**config.mk**
```make
export PLATFORM = sky130hd
export DESIGN_NAME = alu_ctrl_mc
export DESIGN_NICKNAME = d
export VERILOG_FILES = /design/src/rtl/alu_ctrl_mc_pkg.sv /design/src/rtl/alu_dec.sv /design/src/rtl/alu_ctrl_mc.sv
export SDC_FILE = /design/constraint.sdc
export NUM_CORES = 1
export LEC_CHECK = 0
export CAP_MARGIN = 5
export CORE_MARGIN = 5
export CORE_UTILIZATION = 59
export CTS_BUF_LIST = sky130_fd_sc_hd__clkbuf_16
export CTS_CLUSTER_SIZE = 12
export DETAILED_ROUTE_END_ITERATION = 10
export PLACE_DENSITY = 0.82
export SLEW_MARGIN = 25
export SYNTH_ARGS = -nofsm -noshare
export SYNTH_HDL_FRONTEND = slang
export SYNTH_SLANG_ARGS = --single-unit
```
**constraint.sdc**
```tcl
create_clock -name clk -period 4.7 [get_ports clk]
set_input_delay 0.94 -clock clk [delete_from_list [all_inputs] [get_ports clk]]
set_output_delay 0.94 -clock clk [all_outputs]
set_load 0.05 [all_outputs]
```
**src/rtl/alu_ctrl_mc_pkg.sv**
```systemverilog
// Shared definitions for the multi-cycle ALU block.
//  - ALU control codes produced by the decoder and consumed by the datapath
//  - funct codes that select the multiplier
//  - FSM state encoding
//  - is_mul(): true for the two multiply control codes
package alu_ctrl_mc_pkg;

    localparam logic [3:0] AluAnd   = 4'b0000;
    localparam logic [3:0] AluOr    = 4'b0001;
    localparam logic [3:0] AluAdd   = 4'b0010;
    localparam logic [3:0] AluSub   = 4'b0110;
    localparam logic [3:0] AluSlt   = 4'b0111;
    localparam logic [3:0] AluMult  = 4'b1000;
    localparam logic [3:0] AluMultu = 4'b1001;

    localparam logic [5:0] FunctMult  = 6'h18;
    localparam logic [5:0] FunctMultu = 6'h19;

    // Low nibble of funct for the plain R-type operations
    localparam logic [3:0] FunctLoAdd = 4'd0;
    localparam logic [3:0] FunctLoSub = 4'd2;
    localparam logic [3:0] FunctLoAnd = 4'd4;
    localparam logic [3:0] FunctLoOr  = 4'd5;
    localparam logic [3:0] FunctLoSlt = 4'd10;

    typedef enum logic [1:0] {
        StIdle,
        StMul,
        StFix,
        StDone
    } state_e;

    function automatic logic is_mul(input logic [3:0] code);
        return (code == AluMult) || (code == AluMultu);
    endfunction

endpackage

```
**src/rtl/alu_dec.sv**
```systemverilog
// Combinational ALU-control decoder.
// Ports:
//  aluOp   in  2        00 add, x1 sub, 10 use funct
//  funct   in  FUNCT_W  R-type function field
//  aluCtr  out 4        decoded ALU control code
module alu_dec
    import alu_ctrl_mc_pkg::*;
#(
    parameter int unsigned FUNCT_W = 6,
    parameter int unsigned MUL_EN  = 1
) (
    input  logic [1:0]         aluOp,
    input  logic [FUNCT_W-1:0] funct,
    output logic [3:0]         aluCtr
);

    always_comb begin
        aluCtr = AluAnd;
        if (aluOp == 2'b00) begin
            aluCtr = AluAdd;
        end else if (aluOp[0]) begin
            aluCtr = AluSub;
        end else if ((MUL_EN != 0) && (funct == FUNCT_W'(FunctMult))) begin
            aluCtr = AluMult;
        end else if ((MUL_EN != 0) && (funct == FUNCT_W'(FunctMultu))) begin
            aluCtr = AluMultu;
        end else begin
            case (funct[3:0])
                FunctLoAdd: aluCtr = AluAdd;
                FunctLoSub: aluCtr = AluSub;
                FunctLoAnd: aluCtr = AluAnd;
                FunctLoOr:  aluCtr = AluOr;
                FunctLoSlt: aluCtr = AluSlt;
                default:    aluCtr = AluAnd;
            endcase
        end
    end

endmodule

```
**src/rtl/alu_ctrl_mc.sv**
```systemverilog
// ALU-control decoder plus multi-cycle ALU with a shift-add multiplier.
// Single-cycle ops finish one cycle after accept; MULTU after WIDTH+1 cycles,
// MULT after WIDTH+2 (extra cycle to apply the sign to the product).
// Ports:
//  clk, reset        rising-edge clock, synchronous active-high reset
//  start             op request, sampled only in IDLE
//  aluOp, funct      operation select
//  a, b              operands, sampled at accept only
//  aluCtr            control code of the accepted op
//  result, zero      registered result and result==0
//  hi, lo            product words, updated when a multiply completes
//  busy, done        multiply in progress / one-cycle completion pulse
module alu_ctrl_mc
    import alu_ctrl_mc_pkg::*;
#(
    parameter int unsigned WIDTH   = 32,
    parameter int unsigned FUNCT_W = 6,
    parameter int unsigned MUL_EN  = 1
) (
    input  logic               clk,
    input  logic               reset,
    input  logic               start,
    input  logic [1:0]         aluOp,
    input  logic [FUNCT_W-1:0] funct,
    input  logic [WIDTH-1:0]   a,
    input  logic [WIDTH-1:0]   b,
    output logic [3:0]         aluCtr,
    output logic [WIDTH-1:0]   result,
    output logic               zero,
    output logic [WIDTH-1:0]   hi,
    output logic [WIDTH-1:0]   lo,
    output logic               busy,
    output logic               done
);

    localparam int unsigned CntW  = $clog2(WIDTH);
    localparam int unsigned ProdW = 2 * WIDTH;
    localparam logic [CntW-1:0] CntLast = CntW'(WIDTH - 1);

    state_e           state_q, state_d;
    logic [3:0]       aluctr_q, aluctr_d;
    logic [WIDTH-1:0] result_q, result_d;
    logic             zero_q, zero_d;
    logic [WIDTH-1:0] hi_q, hi_d;
    logic [WIDTH-1:0] lo_q, lo_d;
    logic [WIDTH-1:0] mcand_q, mcand_d;
    logic [WIDTH-1:0] mplr_q, mplr_d;
    logic [WIDTH-1:0] acc_q, acc_d;
    logic             neg_q, neg_d;
    logic [CntW-1:0]  cnt_q, cnt_d;

    logic [3:0]       dec_ctr;
    logic [WIDTH-1:0] alu_res;
    logic [WIDTH:0]   mul_sum;
    logic [WIDTH-1:0] mul_acc_nx;
    logic [WIDTH-1:0] mul_mplr_nx;
    logic [ProdW-1:0] prod_fix;
    logic             op_signed;

    alu_dec #(
        .FUNCT_W (FUNCT_W),
        .MUL_EN  (MUL_EN)
    ) u_alu_dec (
        .aluOp  (aluOp),
        .funct  (funct),
        .aluCtr (dec_ctr)
    );

    // Single-cycle datapath on the live operands; only used at accept.
    always_comb begin
        alu_res = a & b;
        case (dec_ctr)
            AluAdd:  alu_res = a + b;
            AluSub:  alu_res = a - b;
            AluOr:   alu_res = a | b;
            AluSlt:  alu_res = {{(WIDTH-1){1'b0}}, ($signed(a) < $signed(b))};
            default: alu_res = a & b;
        endcase
    end

    // One shift-add step: conditional add into a WIDTH+1 accumulator, then
    // shift the {acc, mplr} pair right so the carry lands in acc's MSB.
    always_comb begin
        mul_sum     = {1'b0, acc_q} + (mplr_q[0] ? {1'b0, mcand_q} : '0);
        mul_acc_nx  = mul_sum[WIDTH:1];
        mul_mplr_nx = {mul_sum[0], mplr_q[WIDTH-1:1]};
        prod_fix    = neg_q ? (~{acc_q, mplr_q} + ProdW'(1)) : {acc_q, mplr_q};
    end

    assign op_signed = (dec_ctr == AluMult);

    always_comb begin
        state_d  = state_q;
        aluctr_d = aluctr_q;
        result_d = result_q;
        zero_d   = zero_q;
        hi_d     = hi_q;
        lo_d     = lo_q;
        mcand_d  = mcand_q;
        mplr_d   = mplr_q;
        acc_d    = acc_q;
        neg_d    = neg_q;
        cnt_d    = cnt_q;

        unique case (state_q)
            StIdle: begin
                if (start) begin
                    aluctr_d = dec_ctr;
                    if (is_mul(dec_ctr)) begin
                        // Signed multiply runs on magnitudes; sign is reapplied in FIX.
                        mcand_d = (op_signed && a[WIDTH-1]) ? (~a + WIDTH'(1)) : a;
                        mplr_d  = (op_signed && b[WIDTH-1]) ? (~b + WIDTH'(1)) : b;
                        neg_d   = op_signed && (a[WIDTH-1] ^ b[WIDTH-1]);
                        acc_d   = '0;
                        cnt_d   = '0;
                        state_d = StMul;
                    end else begin
                        result_d = alu_res;
                        zero_d   = (alu_res == '0);
                        state_d  = StDone;
                    end
                end
            end
            StMul: begin
                acc_d  = mul_acc_nx;
                mplr_d = mul_mplr_nx;
                cnt_d  = cnt_q + CntW'(1);
                if (cnt_q == CntLast) begin
                    if (aluctr_q == AluMultu) begin
                        hi_d     = mul_acc_nx;
                        lo_d     = mul_mplr_nx;
                        result_d = mul_mplr_nx;
                        zero_d   = (mul_mplr_nx == '0);
                        state_d  = StDone;
                    end else begin
                        state_d = StFix;
                    end
                end
            end
            StFix: begin
                hi_d     = prod_fix[ProdW-1:WIDTH];
                lo_d     = prod_fix[WIDTH-1:0];
                result_d = prod_fix[WIDTH-1:0];
                zero_d   = (prod_fix[WIDTH-1:0] == '0);
                state_d  = StDone;
            end
            StDone: begin
                state_d = StIdle;
            end
            default: begin
                state_d = StIdle;
            end
        endcase
    end

    always_ff @(posedge clk) begin
        if (reset) begin
            state_q  <= StIdle;
            aluctr_q <= '0;
            result_q <= '0;
            zero_q   <= 1'b0;
            hi_q     <= '0;
            lo_q     <= '0;
            mcand_q  <= '0;
            mplr_q   <= '0;
            acc_q    <= '0;
            neg_q    <= 1'b0;
            cnt_q    <= '0;
        end else begin
            state_q  <= state_d;
            aluctr_q <= aluctr_d;
            result_q <= result_d;
            zero_q   <= zero_d;
            hi_q     <= hi_d;
            lo_q     <= lo_d;
            mcand_q  <= mcand_d;
            mplr_q   <= mplr_d;
            acc_q    <= acc_d;
            neg_q    <= neg_d;
            cnt_q    <= cnt_d;
        end
    end

    assign aluCtr = aluctr_q;
    assign result = result_q;
    assign zero   = zero_q;
    assign hi     = hi_q;
    assign lo     = lo_q;
    assign busy   = (state_q == StMul) || (state_q == StFix);
    assign done   = (state_q == StDone);

endmodule

```
# After elaboration in Yosys (flattened, before gate mapping)
# Cells that the tools add are included.
dict set report op_classes {
  add_sub_neg 7
  magnitude_cmp 1
  n_eq_ne 21
  mux 38
  bitwise 6
  n_reduce_logical 20
}
# op count
set ops {}
lappend ops {{$mux 32} 13}
lappend ops {{$pmux 32 s2} 4}
lappend ops {{$pmux 32 s4} 1}
lappend ops {{$logic_not 32->1} 3}
lappend ops {{$pmux 32 s3} 1}
lappend ops {{$add 32x1->32 const B} 2}
lappend ops {{$add 64x1->64 const B} 1}
lappend ops {{$mux 64} 1}
lappend ops {{$not 32->32} 2}
lappend ops {{$not 64->64} 1}
lappend ops {{$add 32x32->33} 1}
lappend ops {{$add 32x32->32} 1}
lappend ops {{$and 32x32->32} 1}
lappend ops {{$lt 32x32->1} 1}
lappend ops {{$or 32x32->32} 1}
lappend ops {{$sub 32x32->32} 1}
lappend ops {{$eq 4x4->1 const B} 4}
lappend ops {{$mux 4} 4}
lappend ops {{$eq 4x3->1 const B} 3}
lappend ops {{$eq 6x5->1 const B} 2}
lappend ops {{$pmux 3 s4} 1}
lappend ops {{$mux 5} 2}
lappend ops {{$ne 2x2->1 const B} 5}
lappend ops {{$pmux 5 s2} 1}
lappend ops {{20 further kinds} 36}
dict set report totals {
  reg_bits 205
  input_bits 75
  output_inout_bits 103
  word_cells 104
}

# Depth between registers and ports, before layout
dict set report depth {
  ltp_word 12
  ltp_mapped 16
  mapped_depth_nobuf 15
}

# By module
# From an unflattened synthesis, not the netlist that was laid out.
dict set report unflattened {
  cells_unflattened 2523
  area_unflattened_um2 18044.8
}
# module instances cells_each area_each_um2 seq_area_each_um2
set modules_own_cells {}
lappend modules_own_cells {alu_ctrl_mc 1 2509 17968.5 4103.9}
lappend modules_own_cells {alu_dec 1 14 76.3 0.0}

# Least setup slack after synthesis
# No wires, ideal clock.
dict set report synth_timing {
  path_kind {in2reg}
  start {input b[11]}
  end {register zero_q, in the netlist zero}
  setup_ns 0.060
  t_arrival_ns 3.952
  required_ns 4.640
  setup_slack_ns 0.689
  stages 14
  path_buffers 1
  cell_sequence {inv_1 -> ha_1 -> clkbuf_1 -> inv_1 -> a2111oi_0 -> o211ai_1 -> a21bo_2 -> a2111o_1 -> a311oi_1 -> o221ai_1 -> a21boi_0 -> nand4_1 -> nor3_1 -> a41o_1}
}
dict set report synth_via {
  elab_chain_len 6
  word_cells_on_any_way 10
  cone_classes {2 x add/sub; 1 x order compare; 4 x mux; 2 x bitwise; 1 x reduce/logical}
}
# element line_no
set synth_rtl {}
lappend synth_rtl {{start: declaration} alu_ctrl_mc.sv:26} ;# input logic [WIDTH-1:0] b,
lappend synth_rtl {{$sub 32x32->32 (tied with other cells)} alu_ctrl_mc.sv:74} ;# AluSub: alu_res = a - b;
lappend synth_rtl {{$pmux 32 s4 (*)} alu_ctrl_mc.sv:72} ;# case (dec_ctr)
lappend synth_rtl {{$logic_not 32->1 (*)} alu_ctrl_mc.sv:119} ;# zero_d = (alu_res == '0);
lappend synth_rtl {{$mux 1 (*)} alu_ctrl_mc.sv:109} ;# if (is_mul(dec_ctr)) begin
lappend synth_rtl {{$mux 1 (*)} alu_ctrl_mc.sv:107} ;# if (start) begin
lappend synth_rtl {{$pmux 1 s3 (*)} alu_ctrl_mc.sv:105} ;# unique case (state_q)
lappend synth_rtl {{end signal: assignment} alu_ctrl_mc.sv:173} ;# zero_q <= zero_d;
lappend synth_rtl {{end: declaration} alu_ctrl_mc.sv:43} ;# logic zero_q, zero_d;
# Every way passes the cells marked *; elsewhere a longest branch is shown, timed or not. The select of a mux whose other input is x is not followed.
# A chain may end at the register's enable or synchronous reset.

# Worst setup path after layout
dict set report layout_timing {
  start {input b[6]}
  end {register zero_q, in the netlist zero}
}
# The elaborated chain is that of the path after synthesis.

==> run metrics <==
status finished, final reports clean; CTS sink cnt 205; routed wire length 76960 um; Cell Area, Placed 21810 sq um; Worst setup EP type register; Post-Syn Nets 2765; clk root buf clkbuf_16; leakage power 9.209 nW; routed len/inst 23.93 um; RSZ-0062 raised after global routing no; # setup viols final 0; total CTS buffers 22; largest net degree at the start of global routing 110; via count 21900; fmax 223.2 MHz; CTS Buffer Depth 3; Mapped Area 18300 sq um; hold slack 0.4543 ns; Distinct cells, synth 81; number of global-route vias before repair 20210; Hold Crit Class register to register; number of max-cap violations 0; Avg Cell Area, Syn 7.203 sq um; Starting Density 0.5984; Post-route DRC 0; Layout Nets 3036; initial antenna violation count 0; total power 8.932 mW; top post-synthesis cells by area dfxtp_1 22%, ha_1 10%, nor2_1 6.7%, a21oi_1 6.6%, nand2_1 5.4%; Port Buffers 177; Slew HR 0.3845; flops & latches, synth 205; Ys Warns 0; Final Util 0.7345; placed insts 3183; most frequent cells after synthesis 329 x nor2_1, 264 x nand2_1, 242 x a21oi_1, 205 x dfxtp_1, 161 x clkbuf_1; Design Area, Final 22470 sq um; Synth Flop Type dfxtp_1; Diodes inserted 0; fin crit period 4.481 ns; period utilization 0.9534; maximum VDD drop 0.3731 mV; # rows 64; grt ovf 0; post-synth top area cell dfxtp_1; Req. time, crit path 5.15 ns; CTS tree done; Die Height 186.1 um; Slew Limit Fails 0; WP data arrival 4.93 ns; Mapped Cells 2541; num ports 178; Post-synth ARST share 0; Core Region 30590 sq um; startpoint class of the critical path input port; Routed Antenna Nets 0; Crit Path Category input port to register; sequential share of the synthesized area 0.2242; Critical Path Fanout Max 5; layout cell share with drive strength beyond 1 0.1138; first-pass GRT wire length 115700 um; worst skew pair latency 0.54 ns; DIE AREA 34650 sq um; pwr dens 397.6 nW/um^2; DRT iter0 DRCs 3408; Clock Skew 0.03831 ns; clock-pin slew on the worst setup and hold paths 0.07 ns; total track usage 0.4238; EDFF count, synth 0; die width 186.1 um; top-count cell post-synth nor2_1; synthesis-to-layout area growth 22.74%; Non-Filler Instances 3216; Slew @ Worst Pin 0.9232 ns; routability cong. 1.056; top cell type's share of synthesized area 0.2242; drt via density 6.810; H-tree depth 1; post-DP HPWL 59730 um; DR pass1 iterations 8; Hold Fails Final Rpt 0
[where the power goes]
group | total, mW | switching, mW | leakage, nW | internal [mW]
clock | 1.56 | 0.719 | 0.308 | 0.841
combinational | 5.22 | 3.61 | 7.24 | 1.62
sequential | 2.15 | 0.173 | 1.66 | 1.98
total | 8.93 | 4.50 | 9.21 | 4.43
[kinds of logic after synthesis]
kind of cell,share of synthesized area
buffers and inverters,0.05995
AO/OA/AOI/OAI,0.2908
flip-flops,0.2242
AND/OR/NAND/NOR,0.2343
adder cells (fa/ha/maj),0.1031
XOR/XNOR,0.07943
multiplexers,0.008271
[placed cells by master (no fill, tap or decap), drive strengths merged, types with 23 or more instances in the layout]
cell           synthesis  layout
xnor2                111     111
a21oi                242     242
nor3                  50      50
and2                  43      43
a22oi                 25      25
dfxtp                205     205
nand2                264     264
o211ai                57      57
a221oi                34      34
nor4                  23      23
nor2                 329     329
xor2                  55      55
clkdlybuf4s50          0     176
buf                   17     251
ha                   146     146
a211oi                82      82
nand2b                26      26
inv                  102     104
a21o                  33      33
o21ai                100     100
o31ai                 45      45
nand3                 61      61
or3                   24      24
a31oi                 28      28
[what timing repair did]
action	4_1_cts	5_1_grt
setup buffers	0	0
endpoints found under the setup margin	0	2
hold buffers	0	0
resized for setup	0	5
[critical path, stage by stage]
cell and delay, ns:
clkdlybuf4s50_1 0.49, inv_1 0.07, buf_4 0.13, ha_1 0.37, a21oi_1 0.33, o211ai_1 0.28, nand4_1 0.19, o311ai_0 0.15
nor2_1 0.52, buf_4 0.23, xnor2_1 0.11, nor2_1 0.06, o32ai_1 0.39, nand4_1 0.24, nor3_1 0.25, a41o_1 0.19
[path summary, 6_finish.rpt]
path	from	end	slack, ns	cells past startpoint
max	b[6]	zero$_SDFFE_PP0P_	0.22	16
min	hi[12]$_SDFFE_PP0P_	hi[12]$_SDFFE_PP0P_	0.45	2
max reg2reg	mplr_q[0]$_SDFFE_PP0P_	acc_q[30]$_SDFFE_PP0P_	0.36	13
min reg2reg	hi[12]$_SDFFE_PP0P_	hi[12]$_SDFFE_PP0P_	0.45	2
[area by class of cell]
type,count,area (sq um)
Multi-Input combinational cell,2052,13170
Fill cell,2348,8123
Sequential cell,205,4105
Timing Repair Buffer,427,3695
Clock buffer,22,550.5
Tap cell,396,495.5
Inverter,104,390.4
Clock inverter,10,58.81
[per-layer routing]
metal,track usage,up-vias,part of all wire
met5,0,-,0
met4,0.2238,0,0.070
met3,0.09160,425,0.13
met2,0.6594,1760,0.43
met1,0.5530,10040,0.38
li1,-,9673,-
[metrics by stage]
| step | setup slack (ns) | TNS [ns] |
|---|---|---|
| global placement | -0.3076 | -0.9399 |
| finish | 0.2189 | 0 |
| detailed placement | -0.3573 | -1.167 |
| global route | 0.05427 | 0 |
| CTS | 0.1502 | 0 |
| floorplan | 0.6888 | 0 |
[state kept, by name, summed over array words and instances (netlist names)]
register / cells
acc_q: 32
aluCtr: 4
cnt_q: 5
hi: 32
lo: 32
mcand_q: 32
mplr_q: 32
neg_q: 1
result: 32
state_q: 2
zero: 1
(Power assumes the default switching activity.)
